<file path="src/rtl/riscv_pkg.sv">
// Shared fetch-stage types and constants for the RISC-V core.
package riscv_pkg;

    localparam logic [31:0] NOP_INSTR        = 32'h0000_0013;
    localparam logic [31:0] DEFAULT_RESET_PC = 32'h0000_0000;

    typedef struct packed {
        logic [31:0] pc;
        logic [31:0] instr;
        logic        misaligned;
    } fetch_entry_t;

    typedef enum logic [0:0] {
        RUN  = 1'b0,
        HALT = 1'b1
    } fetch_state_t;

    function automatic logic [31:0] pc_plus4(input logic [31:0] pc);
        return pc + 32'd4;
    endfunction

endpackage

</file>
<file path="src/rtl/fetch_fifo.sv">
// Small FIFO of fetched entries; head is presented from storage and zeroed when empty.
module fetch_fifo
    import riscv_pkg::*;
#(
    parameter int unsigned DEPTH = 2
) (
    input  logic         clk,
    input  logic         rstn,
    input  logic         i_push,
    input  fetch_entry_t i_data,
    input  logic         i_pop,
    input  logic         i_flush,
    output fetch_entry_t o_head,
    output logic         o_full,
    output logic         o_empty
);

    localparam int unsigned AW = $clog2(DEPTH);

    generate
        if (DEPTH < 2 || (DEPTH & (DEPTH - 1)) != 0) begin : g_bad_depth
            $error("fetch_fifo: DEPTH must be a power of 2 and at least 2");
        end
    endgenerate

    logic [AW:0]  r_wr_ptr;
    logic [AW:0]  r_rd_ptr;
    fetch_entry_t r_mem [DEPTH];

    logic w_push;
    logic w_pop;

    // Extra pointer MSB separates full from empty when the index bits match.
    assign o_empty = (r_wr_ptr == r_rd_ptr);
    assign o_full  = (r_wr_ptr[AW] != r_rd_ptr[AW]) &&
                     (r_wr_ptr[AW-1:0] == r_rd_ptr[AW-1:0]);

    assign w_pop  = i_pop && !o_empty && !i_flush;
    assign w_push = i_push && (!o_full || w_pop) && !i_flush;

    always_ff @(posedge clk) begin
        if (!rstn) begin
            r_wr_ptr <= '0;
            r_rd_ptr <= '0;
        end else if (i_flush) begin
            r_wr_ptr <= '0;
            r_rd_ptr <= '0;
        end else begin
            if (w_push) begin
                r_wr_ptr <= r_wr_ptr + 1'b1;
            end
            if (w_pop) begin
                r_rd_ptr <= r_rd_ptr + 1'b1;
            end
        end
    end

    always_ff @(posedge clk) begin
        if (w_push) begin
            r_mem[r_wr_ptr[AW-1:0]] <= i_data;
        end
    end

    assign o_head = o_empty ? '0 : r_mem[r_rd_ptr[AW-1:0]];

endmodule

</file>
<file path="src/rtl/instr_fetch_unit.sv">
// Fetch stage: owns the PC, fetches one word per cycle into a FIFO, handles redirects.
module instr_fetch_unit
    import riscv_pkg::*;
#(
    parameter logic [31:0] RESET_PC = DEFAULT_RESET_PC,
    parameter int unsigned DEPTH    = 2
) (
    input  logic        clk,
    input  logic        rstn,
    output logic [31:0] imem_addr,
    input  logic [31:0] imem_rdata,
    input  logic        redirect_valid,
    input  logic [31:0] redirect_pc,
    output logic        id_valid,
    input  logic        id_ready,
    output logic [31:0] id_instr,
    output logic [31:0] id_pc,
    output logic [31:0] id_pc_plus4,
    output logic        id_misaligned
);

    fetch_state_t r_state;
    fetch_state_t w_state_next;
    logic [31:0]  r_pc;
    logic [31:0]  w_pc_next;

    logic         w_push;
    logic         w_pop;
    logic         w_fetch;
    logic         w_full;
    logic         w_empty;
    fetch_entry_t w_entry;
    fetch_entry_t w_head;

    assign imem_addr = r_pc;
    assign w_pop     = id_valid && id_ready;
    // A pop this cycle frees the slot the new fetch lands in.
    assign w_fetch   = (r_state == RUN) && !redirect_valid && (!w_full || w_pop);

    always_ff @(posedge clk) begin
        if (!rstn) begin
            r_state <= RUN;
            r_pc    <= RESET_PC;
        end else begin
            r_state <= w_state_next;
            r_pc    <= w_pc_next;
        end
    end

    always_comb begin
        w_state_next = r_state;
        w_pc_next    = r_pc;
        w_push       = 1'b0;
        w_entry      = '0;
        if (redirect_valid) begin
            w_pc_next    = redirect_pc;
            w_state_next = RUN;
        end else if (w_fetch) begin
            w_push = 1'b1;
            if (r_pc[1:0] == 2'b00) begin
                w_entry   = '{pc: r_pc, instr: imem_rdata, misaligned: 1'b0};
                w_pc_next = pc_plus4(r_pc);
            end else begin
                // Misaligned target: hand decode a NOP marker and stop until redirected.
                w_entry      = '{pc: r_pc, instr: NOP_INSTR, misaligned: 1'b1};
                w_state_next = HALT;
            end
        end
    end

    fetch_fifo #(
        .DEPTH (DEPTH)
    ) u_fifo (
        .clk     (clk),
        .rstn    (rstn),
        .i_push  (w_push),
        .i_data  (w_entry),
        .i_pop   (w_pop),
        .i_flush (redirect_valid),
        .o_head  (w_head),
        .o_full  (w_full),
        .o_empty (w_empty)
    );

    assign id_valid      = !w_empty;
    assign id_instr      = w_head.instr;
    assign id_pc         = w_head.pc;
    assign id_misaligned = w_head.misaligned;
    assign id_pc_plus4   = w_empty ? 32'h0 : pc_plus4(w_head.pc);

endmodule

</file>
<file path="config.mk">
export PLATFORM = sky130hd
export DESIGN_NAME = instr_fetch_unit
export DESIGN_NICKNAME = d
export VERILOG_FILES = /design/src/rtl/riscv_pkg.sv /design/src/rtl/fetch_fifo.sv /design/src/rtl/instr_fetch_unit.sv
export SDC_FILE = /design/constraint.sdc
export NUM_CORES = 1
export LEC_CHECK = 0
export ABC_AREA = 1
export CAP_MARGIN = 0
export CORE_ASPECT_RATIO = 0.8
export CORE_MARGIN = 2
export CORE_UTILIZATION = 47
export CTS_CLUSTER_DIAMETER = 60
export DETAILED_ROUTE_END_ITERATION = 6
export GPL_TIMING_DRIVEN = 0
export PLACE_DENSITY = 0.78
export SLEW_MARGIN = 5
export SYNTH_ARGS = -nofsm -noshare
export SYNTH_HDL_FRONTEND = slang
export SYNTH_HIERARCHICAL = 1
export SYNTH_SLANG_ARGS = --single-unit
</file>
<file path="constraint.sdc">
create_clock -name clk -period 5.39 [get_ports clk]
set_clock_uncertainty 0.05 [all_clocks]
set_input_delay 1.617 -clock clk [delete_from_list [all_inputs] [get_ports clk]]
set_output_delay 1.617 -clock clk [all_outputs]
set_load 0.03 [all_outputs]
</file>
==> impl_metrics.py <==
metrics = {
    "logic_synthesis": {
        "yosysWarnings": 6,
        "synth_fp_nets": 1185,
        "synth_cell_type_count": 39,
        "yosysTopAreaCell": "edfxtp_1",
        "synth_area_leaders": "edfxtp_1, nand2_1, dfxtp_1",
        "synth_top_area_share_pct": 42.90,
        "syn_area_mm2": 0.009100,
        "ys_async_sr_fraction_pct": 0,
        "synth-seq-area-share_pct": 51.26,
        "synth_ff_type": "edfxtp_1",
        "postSynthCellCount": 1115,
        "synth_edf_count": 130,
        "ys_ff_latch": 168,
        "synth_area_per_cell_um2": 8.161,
    },
    "routing": {
        "first_iter_violations": 1081,
        "drc": 0,
        "vias_per_cell": 5.242,
        "vias": 8419,
        "dr.pass1.iters": 5,
        "ant_nets": 0,
        "drt-total-wl_mm": 27.26,
        "detail_route.wl_per_cell_um": 16.97,
    },
    "power": {
        "p_comb_share_pct": 14.0,
        "power-per-cell-area_mw_per_mm2": 254.8,
        "sequentialPowerShare_pct": 48.0,
        "swShare_pct": 28.14,
        "p_leak_nw": 4.427,
        "clockPowerShare_pct": 38.0,
        "finalPower_mw": 3.100,
        "power.switching_uw": 872.5,
        "p_int_mw": 2.228,
        "ir_drop_v": 0.0002456,
    },
    "place": {
        "dp_hpwl_mm": 20.42,
        "place_ws_ns": 0.2605,
        "place.gp.congestion": 0.9173,
        "portBuffers": 197,
        "place_inst": 1574,
    },
    "global_route": {
        "grt_pass1_vias": 7859,
        "grt_pass1_wl_mm": 41.99,
        "grt_use_total_pct": 26.47,
        "globalRoute.totalOverflow": 0,
        "antenna_found_initial": 0,
        "grt_max_degree": 32,
    },
    "worst_hold_path": {
        "min_path_type": "reg2reg",
        "hold_start": "imem_addr[31]",
        "hold_depth": 2,
        "holdPathEnd": "imem_addr[31]",
    },
    "clock_tree": {
        "cts.htree.levels": 4,
        "cts_setup_buffers": 0,
        "root_buffer": "clkbuf_16",
        "clock-sinks": 168,
        "cts_inserted_buffers": 17,
        "clk_latency_ns": 0.43,
        "path_clk_slew_ns": 0.07,
        "cts_resized": 11,
        "hold_buffers": 0,
        "cts_tree": "done",
        "clk_path_buf_depth": 2,
    },
    "sta": {
        "finalWorstSetupSlack_ns": 0.1200,
        "setup-violations-final": 0,
        "max-slew-margin-rel_pct": 53.24,
        "holdWs_ns": 0.4798,
        "fmax_ghz": 0.1898,
        "worstMarginPinSlew_ns": 0.7014,
        "rsz0062_at_grt": "yes",
        "fin_crit_sh_pct": 97.77,
        "final.min_clock_period_ns": 5.270,
        "slew_viol_final": 0,
        "final_hold_viol_count": 0,
    },
    "floorplanning": {
        "initial_utilization_pct": 47.96,
        "rows": 45,
        "die_w_um": 159.6,
        "core_area_mm2": 0.01897,
        "boundaryPins": 198,
        "dieArea_mm2": 0.02050,
        "die_height_um": 128.5,
    },
    "setup_path": {
        "required_ns": 3.72,
        "reg2reg_from": "u_fifo/r_wr_ptr[0]",
        "critPathLaunchType": "flip-flop",
        "reg2reg_slack_ns": 1.62,
        "regToRegEndpoint": "u_fifo/r_mem[0][36]",
        "crit_path_start": "u_fifo/r_wr_ptr[0]",
        "crit_fanout": 10,
        "cp.arrival_ns": 3.60,
        "critical_path_class": "reg2out",
        "reg2regPathDepth": 14,
        "critPathCaptureType": "output port",
    },
    "cells_and_area": {
        "drive_gt1_share_pct": 12.91,
        "syn2layout_area_growth_pct": 33.71,
        "instances_no_fill": 1606,
        "antenna_cells": 0,
        "final_nets": 1405,
    },
    "job": {
        "drv_cap": 0,
    },
    "run_status": {
        "status": "completed",
    },
}
==> power by group through the flow <==
stage	Sequential [mW]	Combinational, mW	Clock (mW)
floorplan	1.54	0.204	0
CTS	1.49	0.430	1.19
finish	1.49	0.434	1.18
detailed placement	1.51	0.427	0
global route	1.49	0.467	1.24
global placement	1.52	0.415	0
==> layout by cell type (no fill, tap or decap), drive strengths merged <==
master	instances
a211oi	4
a21oi	104
a2bb2oi	1
a31oi	6
and3	1
buf	29
clkbuf	39
clkdlybuf4s50	186
clkinv	3
clkinvlp	3
dfxtp	38
dlygate4sd2	2
dlymetal6s2s	11
edfxtp	130
ha	2
inv	107
nand2	363
nand3	56
nand4	6
nor2	197
nor3	15
nor3b	2
o211ai	3
o21a	1
o21ai	22
o22ai	1
or2	2
xnor2	2
xor2	12
==> cells in the mapped netlist, types with 12 or more instances <==
library cell  number
edfxtp_1         130
nor2_1           178
buf_2             13
nor3_1            13
dfxtp_1           38
nand2_2           12
nand2_1          349
a21oi_2           43
a21oi_1           61
nand3_1           53
inv_1             89
o21ai_0           20
xor2_1            12
clkbuf_1          22
==> layer usage <==
layer | global-route usage (%) | up-vias | wire, µm
li1 | - | 4063 | -
met1 | 37.91 | 3921 | 12270
met2 | 41.86 | 399 | 12340
met3 | 4.578 | 36 | 2266
met4 | 7.326 | 0 | 378
met5 | 0 | - | 0
==> through the flow <==
step / utilization [%] / TNS, ns / area, µm²
floorplan: - / 0 / 9105
global placement: 60.08 / -90.38 / 11400
detailed placement: 60.63 / 0 / 11500
CTS: 63.77 / 0 / 12100
global route: 64.13 / -0.08637 / 12170
finish: 64.13 / 0 / 12170
==> layout make-up <==
cell class              instances  area, µm²
repair buffers                201       2087
multi-input cells             800       3859
inverters                      98      367.9
plain buffers                  49      294.0
flip-flops and latches        168       4664
clock buffers                  17      425.4
clock inverters                15      147.6
well taps                     258      322.8
fillers                      1576       6807
==> state kept, by name (all words and copies together), names as in the netlist, named ones only <==
register         flops
imem_addr           32
u_fifo/r_wr_ptr      2
u_fifo/r_rd_ptr      2
u_fifo/r_mem       130
r_state              1
==> how the worst max path moves through the flow <==
stage / to / slack (ns)
floorplan: id_pc_plus4[26] / 0.86
global placement: u_fifo/r_mem[1][47] / -0.71
detailed placement: id_pc_plus4[24] / 0.26
CTS: id_pc_plus4[27] / 0.02
global route: id_pc_plus4[31] / -0.08
finish: id_pc_plus4[23] / 0.12
==> logic make-up (layout without fill, tap and decap cells) <==
| kind of cell | count (synthesis) | in the layout | synth area share [%] |
|---|---|---|---|
| AO/OA/AOI/OAI | 142 | 142 | 9.982 |
| XOR/XNOR | 14 | 14 | 1.347 |
| adder cells (fa/ha/maj) | 2 | 2 | 0.2749 |
| buffers and inverters | 147 | 380 | 7.218 |
| flip-flops | 168 | 168 | 51.26 |
| AND/OR/NAND/NOR | 642 | 642 | 29.92 |
==> worst max-delay path, stage by stage, from the launching register on <==
cell and delay, ns:
dfxtp_1 0.46, inv_2 0.10, nand2_2 0.09, nand2_2 0.06
nand2_2 0.10, inv_2 0.05, buf_6 0.15, a21oi_1 0.45
nand2_1 0.18, nor2_1 0.27, nand2_1 0.13, nor2_1 0.11
nand2_1 0.06, xor2_1 0.14, nor2_1 0.12, clkdlybuf4s50_1 0.69
Note: power is estimated with default switching activity, not from simulation.
